===== src/rtl/shift_register_ctrl.sv =====
// Round-robin arbiter and sequencer feeding one shared chunk-serial shift register.
// A granted word is shifted in chunk 0 first, then presented with the owner's ID.
module shift_register_ctrl #(
  parameter  int CHUNK_WIDTH = 8,
  parameter  int REG_WIDTH   = 4,
  parameter  int NUM_REQ     = 2,
  localparam int ID_W        = $clog2(NUM_REQ),
  localparam int WORD_W      = REG_WIDTH * CHUNK_WIDTH
) (
  input  logic                      clk,
  input  logic                      rst_n,
  input  logic [NUM_REQ-1:0]        req_valid_i,
  input  logic [NUM_REQ*WORD_W-1:0] req_data_i,
  output logic [NUM_REQ-1:0]        req_ready_o,
  output logic [CHUNK_WIDTH-1:0]    sr_data_o,
  output logic                      sr_valid_o,
  input  logic [WORD_W-1:0]         sr_data_i,
  output logic                      out_valid_o,
  output logic [WORD_W-1:0]         out_data_o,
  output logic [ID_W-1:0]           out_id_o,
  input  logic                      out_ready_i,
  output logic [1:0]                dbg_state_o
);

  // Handshakes: a word moves on a rising edge where valid and ready are both high.
  // Requesters hold valid (and data) until that edge; ready never waits on a future valid.

  localparam int CNT_W = (REG_WIDTH > 1) ? $clog2(REG_WIDTH) : 1;
  localparam logic [CNT_W-1:0] CNT_LAST = CNT_W'(REG_WIDTH - 1);

  typedef enum logic [1:0] {
    ST_IDLE  = 2'd0,
    ST_SHIFT = 2'd1,
    ST_DONE  = 2'd2
  } state_t;

  state_t              r_state;
  state_t              w_next_state;
  logic [CNT_W-1:0]    r_cnt;
  logic [WORD_W-1:0]   r_word;
  logic [ID_W-1:0]     r_id;
  logic [ID_W-1:0]     r_last;

  logic                w_grant_any;
  logic [ID_W-1:0]     w_grant_id;
  logic [NUM_REQ-1:0]  w_grant_oh;
  logic [WORD_W-1:0]   w_sel_word;
  logic [CHUNK_WIDTH-1:0] w_chunk;
  logic                w_accept;

  // Search starts just after the last winner, so the previous owner has lowest priority.
  always_comb begin
    w_grant_any = 1'b0;
    w_grant_id  = '0;
    for (int k = 1; k <= NUM_REQ; k++) begin
      if (!w_grant_any && req_valid_i[(int'(r_last) + k) % NUM_REQ]) begin
        w_grant_any = 1'b1;
        w_grant_id  = ID_W'((int'(r_last) + k) % NUM_REQ);
      end
    end
  end

  always_comb begin
    w_grant_oh = '0;
    if (w_grant_any) begin
      w_grant_oh[w_grant_id] = 1'b1;
    end
  end

  always_comb begin
    w_sel_word = '0;
    for (int i = 0; i < NUM_REQ; i++) begin
      if (w_grant_id == ID_W'(i)) begin
        w_sel_word = req_data_i[i*WORD_W +: WORD_W];
      end
    end
  end

  always_comb begin
    w_chunk = '0;
    for (int i = 0; i < REG_WIDTH; i++) begin
      if (r_cnt == CNT_W'(i)) begin
        w_chunk = r_word[i*CHUNK_WIDTH +: CHUNK_WIDTH];
      end
    end
  end

  assign w_accept = (r_state == ST_IDLE) && w_grant_any;

  always_ff @(posedge clk or negedge rst_n) begin
    if (!rst_n) begin
      r_state <= ST_IDLE;
    end else begin
      r_state <= w_next_state;
    end
  end

  always_comb begin
    w_next_state = r_state;
    case (r_state)
      ST_IDLE:  if (w_grant_any)        w_next_state = ST_SHIFT;
      ST_SHIFT: if (r_cnt == CNT_LAST)  w_next_state = ST_DONE;
      ST_DONE:  if (out_ready_i)        w_next_state = ST_IDLE;
      default:                          w_next_state = ST_IDLE;
    endcase
  end

  always_ff @(posedge clk or negedge rst_n) begin
    if (!rst_n) begin
      r_cnt  <= '0;
      r_word <= '0;
      r_id   <= '0;
      r_last <= ID_W'(NUM_REQ - 1);
    end else if (w_accept) begin
      r_word <= w_sel_word;
      r_id   <= w_grant_id;
      r_last <= w_grant_id;
      r_cnt  <= '0;
    end else if (r_state == ST_SHIFT) begin
      r_cnt  <= r_cnt + 1'b1;
    end
  end

  // The shift register only moves while sr_valid_o is high, so in DONE its
  // contents (and therefore out_data_o) stay put until the consumer takes them.
  always_comb begin
    req_ready_o = '0;
    sr_valid_o  = 1'b0;
    sr_data_o   = '0;
    out_valid_o = 1'b0;
    out_data_o  = '0;
    out_id_o    = '0;
    case (r_state)
      ST_IDLE: begin
        if (rst_n) begin
          req_ready_o = w_grant_oh;
        end
      end
      ST_SHIFT: begin
        sr_valid_o = 1'b1;
        sr_data_o  = w_chunk;
      end
      ST_DONE: begin
        out_valid_o = 1'b1;
        out_data_o  = sr_data_i;
        out_id_o    = r_id;
      end
      default: ;
    endcase
  end

  assign dbg_state_o = r_state;

endmodule

===== config.mk =====
export PLATFORM = sky130hd
export DESIGN_NAME = shift_register_ctrl
export DESIGN_NICKNAME = d
export VERILOG_FILES = /design/src/rtl/shift_register_ctrl.sv
export SDC_FILE = /design/constraint.sdc
export NUM_CORES = 1
export LEC_CHECK = 0
export CAP_MARGIN = 20
export CORE_AREA = 2 2 118 63
export CTS_BUF_LIST = sky130_fd_sc_hd__clkbuf_4
export CTS_CLUSTER_DIAMETER = 30
export DETAILED_ROUTE_END_ITERATION = 12
export DIE_AREA = 0 0 120 65
export GPL_TIMING_DRIVEN = 0
export PLACE_DENSITY = 0.83
export SYNTH_ARGS = -nofsm -noshare
export SYNTH_HDL_FRONTEND = slang
export SYNTH_SLANG_ARGS = --single-unit

===== constraint.sdc =====
create_clock -name clk -period 2.5 [get_ports clk]
set_clock_uncertainty 0.2 [all_clocks]
set_input_delay 0.5 -clock clk [delete_from_list [all_inputs] [get_ports clk]]
set_output_delay 0.5 -clock clk [all_outputs]
set_load 0.02 [all_outputs]

Word level (Yosys, flattened, before mapping)
Index checks and enable logic that the tools add are counted.

storage, ports and cells
  bits in registers = 38
  logic and storage cells = 61

operators by class
  order comparisons = 4
  multiplexer cells = 31
  bitwise gates (word level) = 2
  reduce and logical (&&, ||, !) cells = 8
  add/sub/neg operators = 3
  equal/unequal tests = 8

operators by type and width
  cell                 number
  $mux 32              2
  $mux 8               5
  $mux 2               8
  $mux 1               14
  $eq 2x2->1 const B   3
  $lt 2x3->1 const B   2
  $ne 2x2->1 const B   3
  $pmux 2 s3           1
  $eq 2x1->1 const B   2
  $logic_not 2->1      2
  $logic_and 1x1->1    3
  $reduce_and 3->1     1
  $add 1x1->1 const B  2
  $add 2x1->2 const B  1
  $and 1x1->1 const A  2
  $lt 1x2->1 const B   1
  $reduce_bool 2->1    1
  $demux 1 s1          1
  $ge 1x1->1 const B   1
  $logic_not 1->1      1

Logic depth before layout (Yosys ltp)
  word-level depth = 16
  depth in mapped cells = 7
  gate-level depth less buffers = 5

Least setup slack after synthesis
Ideal clock, no wire load.

  path type = register to output
  from = register r_cnt[0]
  to = output sr_data_o[1]
  setup slack = -192 ps
  stages on the path, launching flop included = 7
  path buffers = 2
  data arrival time = 1992 ps
  data required time = 1800 ps
  path through = dfrtp_1 > ha_1 > clkbuf_1 > nor2b_1 > clkbuf_1 > a221oi_1 > o41ai_1

between the ends
  longest elaborated chain between the ends = 6
  elaborated cells on any way between the ends = 9

ends and longest elaborated chain
  item                    line  text
  from (decl)             39    logic [CNT_W-1:0] r_cnt;
  from (signal assigned)  120   r_cnt <= r_cnt + 1'b1;
  $logic_not 2->1         82    if (r_cnt == CNT_W'(i)) begin
  $mux 8 (3 in series)    82
  $mux 8 *                82
  $mux 8 *                133   case (r_state)
  to (decl)               15    output logic [CHUNK_WIDTH-1:0] sr_data_o,

Every way passes the cells marked *; elsewhere a longest branch is shown, timed or not.

Worst setup path after layout
  from = register r_cnt[1]
  to = output sr_data_o[1]

Same word-level chain as after synthesis.

==> impl_metrics.py <==
metrics = {
    "setup_path": {
        "path_buf_inv": 3,
        "endpoint_kind": "output port",
        "cp_cell_sequence": "inv_4, ha_4, nor2b_4, clkbuf_16, a221oi_4, o41ai_2, buf_4",
        "slowest_stage": "dfrtp_2",
        "worstPathArrival_ps": 1980,
        "critPathTopFamily": "buffers and inverters",
        "critPathMaxFanout": 7,
        "crit_path_start_kind": "flip-flop",
        "cp.required_ps": 1800,
        "critPathKind": "reg2out",
        "critPathMaxStageDelay_ps": 480,
    },
    "logic_synthesis": {
        "synth_compound_area_share_pct": 7.81,
        "yosysWarningCount": 0,
        "synth_cell_types": 31,
        "synth_xor_area_share_pct": 0,
        "synthCells": 215,
        "synthTopCellsByArea": "dfrtp_1 35%, mux2_4 31%, and2_1 7.6%",
        "synth_top_family_by_area": "multiplexers",
        "syn-cell-area_sq_mm": 0.00263,
        "ys_seq_area_share_pct": 36.2,
        "synth_area_per_cell_sq_um": 12.2,
        "async_flop_share_pct": 100,
        "synth_edf_count": 0,
        "synth-seq-cells": 38,
        "synth-simple-area-share_pct": 13.3,
        "synth-adder-area-share_pct": 1.90,
        "yosysMostFrequentCell": "mux2_4",
        "synth.top_cell.area_share_pct": 35.2,
        "yosys.area.top_type": "dfrtp_1",
        "yosys-top-cells-count": "54 x mux2_4, 37 x dfrtp_1, 32 x and2_1",
        "syn_nets": 320,
        "synthMuxAreaShare_pct": 35.1,
        "ys.flop_type": "dfrtp_1",
    },
    "power_and_ir_drop": {
        "ir_drop_v": 0.000557,
        "p_clk_share_pct": 8.8,
        "power_frac_seq_pct": 26.1,
        "p_sw_share_pct": 39.8,
        "p_sw_mw": 1.89,
        "combinationalPowerShare_pct": 65.1,
        "p_leak_nw": 2.21,
        "powerDensity_mw_per_mm2": 1020,
        "p_int_mw": 2.85,
    },
    "layout": {
        "final_layout_size_suffix_gt1_share_pct": 38.5,
        "nNetsFinal": 484,
        "fill_cells": 502,
        "syn2layout_area_growth_pct": 76.2,
    },
    "clocking": {
        "cts.sinks": 38,
        "cts_root_buf": "clkbuf_4",
        "cts_made_buffers": 5,
        "h-tree-depth": 2,
        "cts_buffer_depth": 2,
        "clkSlewWorstSetupHoldPaths_ps": 110,
        "clk_latency_ps": 350,
        "cts_tree": "built",
    },
    "grt": {
        "grt_pass1_vias": 2348,
        "grt.total_usage_pct": 21.4,
        "grt_overflow": 0,
        "antenna_found_initial": 0,
        "grt_first_pass_wirelength_um": 12700,
        "grt_max_degree": 41,
    },
    "drt": {
        "ant_nets": 0,
        "viasPerCell": 4.88,
        "routedWlPerCell_um": 18.2,
        "drtIter0Drc": 77,
        "first_pass_iters": 4,
        "drt-total-wl_um": 8640,
        "drc": 0,
        "vias": 2321,
    },
    "sta": {
        "min_period_ps": 2680,
        "setup_viol": 7,
        "holdWs_ps": 208,
        "fin_tns_setup_ps": -935,
        "tightest_slew_ps": 334,
        "report.final.slew_viol_count": 0,
        "hold_viol": 0,
        "fmax_ghz": 0.373,
        "setup_ws_ps": -183,
        "slew_headroom_pct": 77.5,
        "rsz0062_at_grt": "true",
        "period_share_pct": 107,
    },
    "place": {
        "gp_congestion": 0.793,
        "dp_hpwl_um": 6230,
        "portBuffers": 147,
    },
    "floorplanning": {
        "die_x_um": 120,
        "core_area_sq_mm": 0.00691,
        "start_util_pct": 38.0,
        "die_h_um": 65,
        "dieArea_sq_mm": 0.00780,
        "std_cell_rows": 22,
        "io_pins": 148,
    },
    "hold_path": {
        "hold_path.class": "in2reg",
    },
    "run_status": {
        "outcome": "finished with violations",
        "violations": "setup timing",
    },
    "job": {
        "cap_violations": 0,
    },
}
==> per-layer routing <==
| layer | global-route usage (%) | vias to the layer above | part of all wire (%) |
|---|---|---|---|
| met2 | 35.8 | 83 | 48 |
| met5 | 0 | - | 0 |
| met4 | 4.71 | 0 | 1.1 |
| li1 | - | 1092 | - |
| met1 | 28.5 | 1138 | 45 |
| met3 | 5.02 | 8 | 5.2 |
==> worst paths after layout <==
path	startpoint	to	slack, ps	depth (start not counted)
max	r_cnt[1]$_DFFE_PN0P_	sr_data_o[1]	-180	7
min	req_valid_i[0]	r_last$_DFFE_PN1P_	210	2
max reg2reg	dbg_state_o[1]$_DFFE_PN0P_	r_word[23]$_DFFE_PN0P_	510	6
min reg2reg	r_id$_DFFE_PN0P_	r_id$_DFFE_PN0P_	330	2
max in group asynchronous	rst_n	dbg_state_o[0]$_DFFE_PN0P_	1390	3
min in group asynchronous	rst_n	r_last$_DFFE_PN1P_	490	2
==> placed cells by master, fill, tap and decap left out, types with 2 or more instances in the layout <==
cell	Yosys	layout
a221oi_2	0	4
a221oi_4	0	3
and2_1	32	32
buf_12	2	5
buf_2	1	4
buf_4	3	19
buf_6	2	3
clkbuf_2	0	7
clkbuf_4	0	9
clkdlybuf4s15_1	0	7
clkdlybuf4s50_1	0	99
dfrtp_1	37	34
dfrtp_2	0	3
dlygate4sd2_1	0	17
dlymetal6s2s_1	0	6
ha_4	0	4
inv_1	5	3
mux2_2	10	10
mux2_4	54	54
nand2_1	5	5
nand3_1	7	7
nor2b_1	10	8
nor2b_4	0	2
o21ai_0	3	2
o41ai_2	0	7
==> state kept, by name, indices dropped and copies added (netlist names) <==
register	count
dbg_state_o	2
r_cnt	2
r_id	1
r_last	1
r_word	32
==> layout make-up <==
cell class / count / area [sq um] / area share [%]
clock inverters: 2 / 33.8 / 0.730
well taps: 96 / 120 / 2.59
inverters: 5 / 21.3 / 0.459
flip-flops and latches: 38 / 956 / 20.6
diodes: 1 / 2.50 / 0.0541
repair buffers: 161 / 1530 / 33.0
clock buffers: 5 / 37.5 / 0.811
multi-input cells: 154 / 1750 / 37.8
plain buffers: 14 / 181 / 3.92
==> power by group through the flow <==
stage | sequential [mW] | combinational (mW) | clock (mW)
floorplan | 1.10 | 1.74 | 0
global placement | 1.15 | 2.52 | 0
detailed placement | 1.17 | 2.59 | 0
CTS | 1.22 | 2.88 | 0.415
global route | 1.27 | 3.27 | 0.446
finish | 1.24 | 3.08 | 0.415
==> through the flow <==
stage          std cells  power, mW  setup WS, ps  cell area (sq um)  util (%)
5_1_grt              475       4.98          -260               4630      67.0
6_report             476       4.73          -183               4630      67.0
2_1_floorplan        215       2.84          56.0               2680         -
3_3_place_gp         458       3.68         -1390               4270      61.8
4_1_cts              469       4.51          -167               4520      65.4
3_5_place_dp         458       3.75          -728               4270      61.8
==> kinds of logic (layout without fill, tap and decap cells) <==
logic type / after synthesis / after routing
flops: 38 / 38
mux: 64 / 64
compound gates: 26 / 26
buf+inv: 23 / 187
fa+ha+maj: 4 / 4
simple gates: 60 / 60
other cells: 0 / 1
==> repair_timing <==
item / in CTS / in global routing
resized for setup: 134 / 47
pin swaps: 14 / 4
buffers inserted: 8 / 4
setup endpoints to repair: 45 / 44
hold buffers: 0 / 2
endpoints found under the hold margin: 0 / 37
Power figures use the tool's default switching activity.
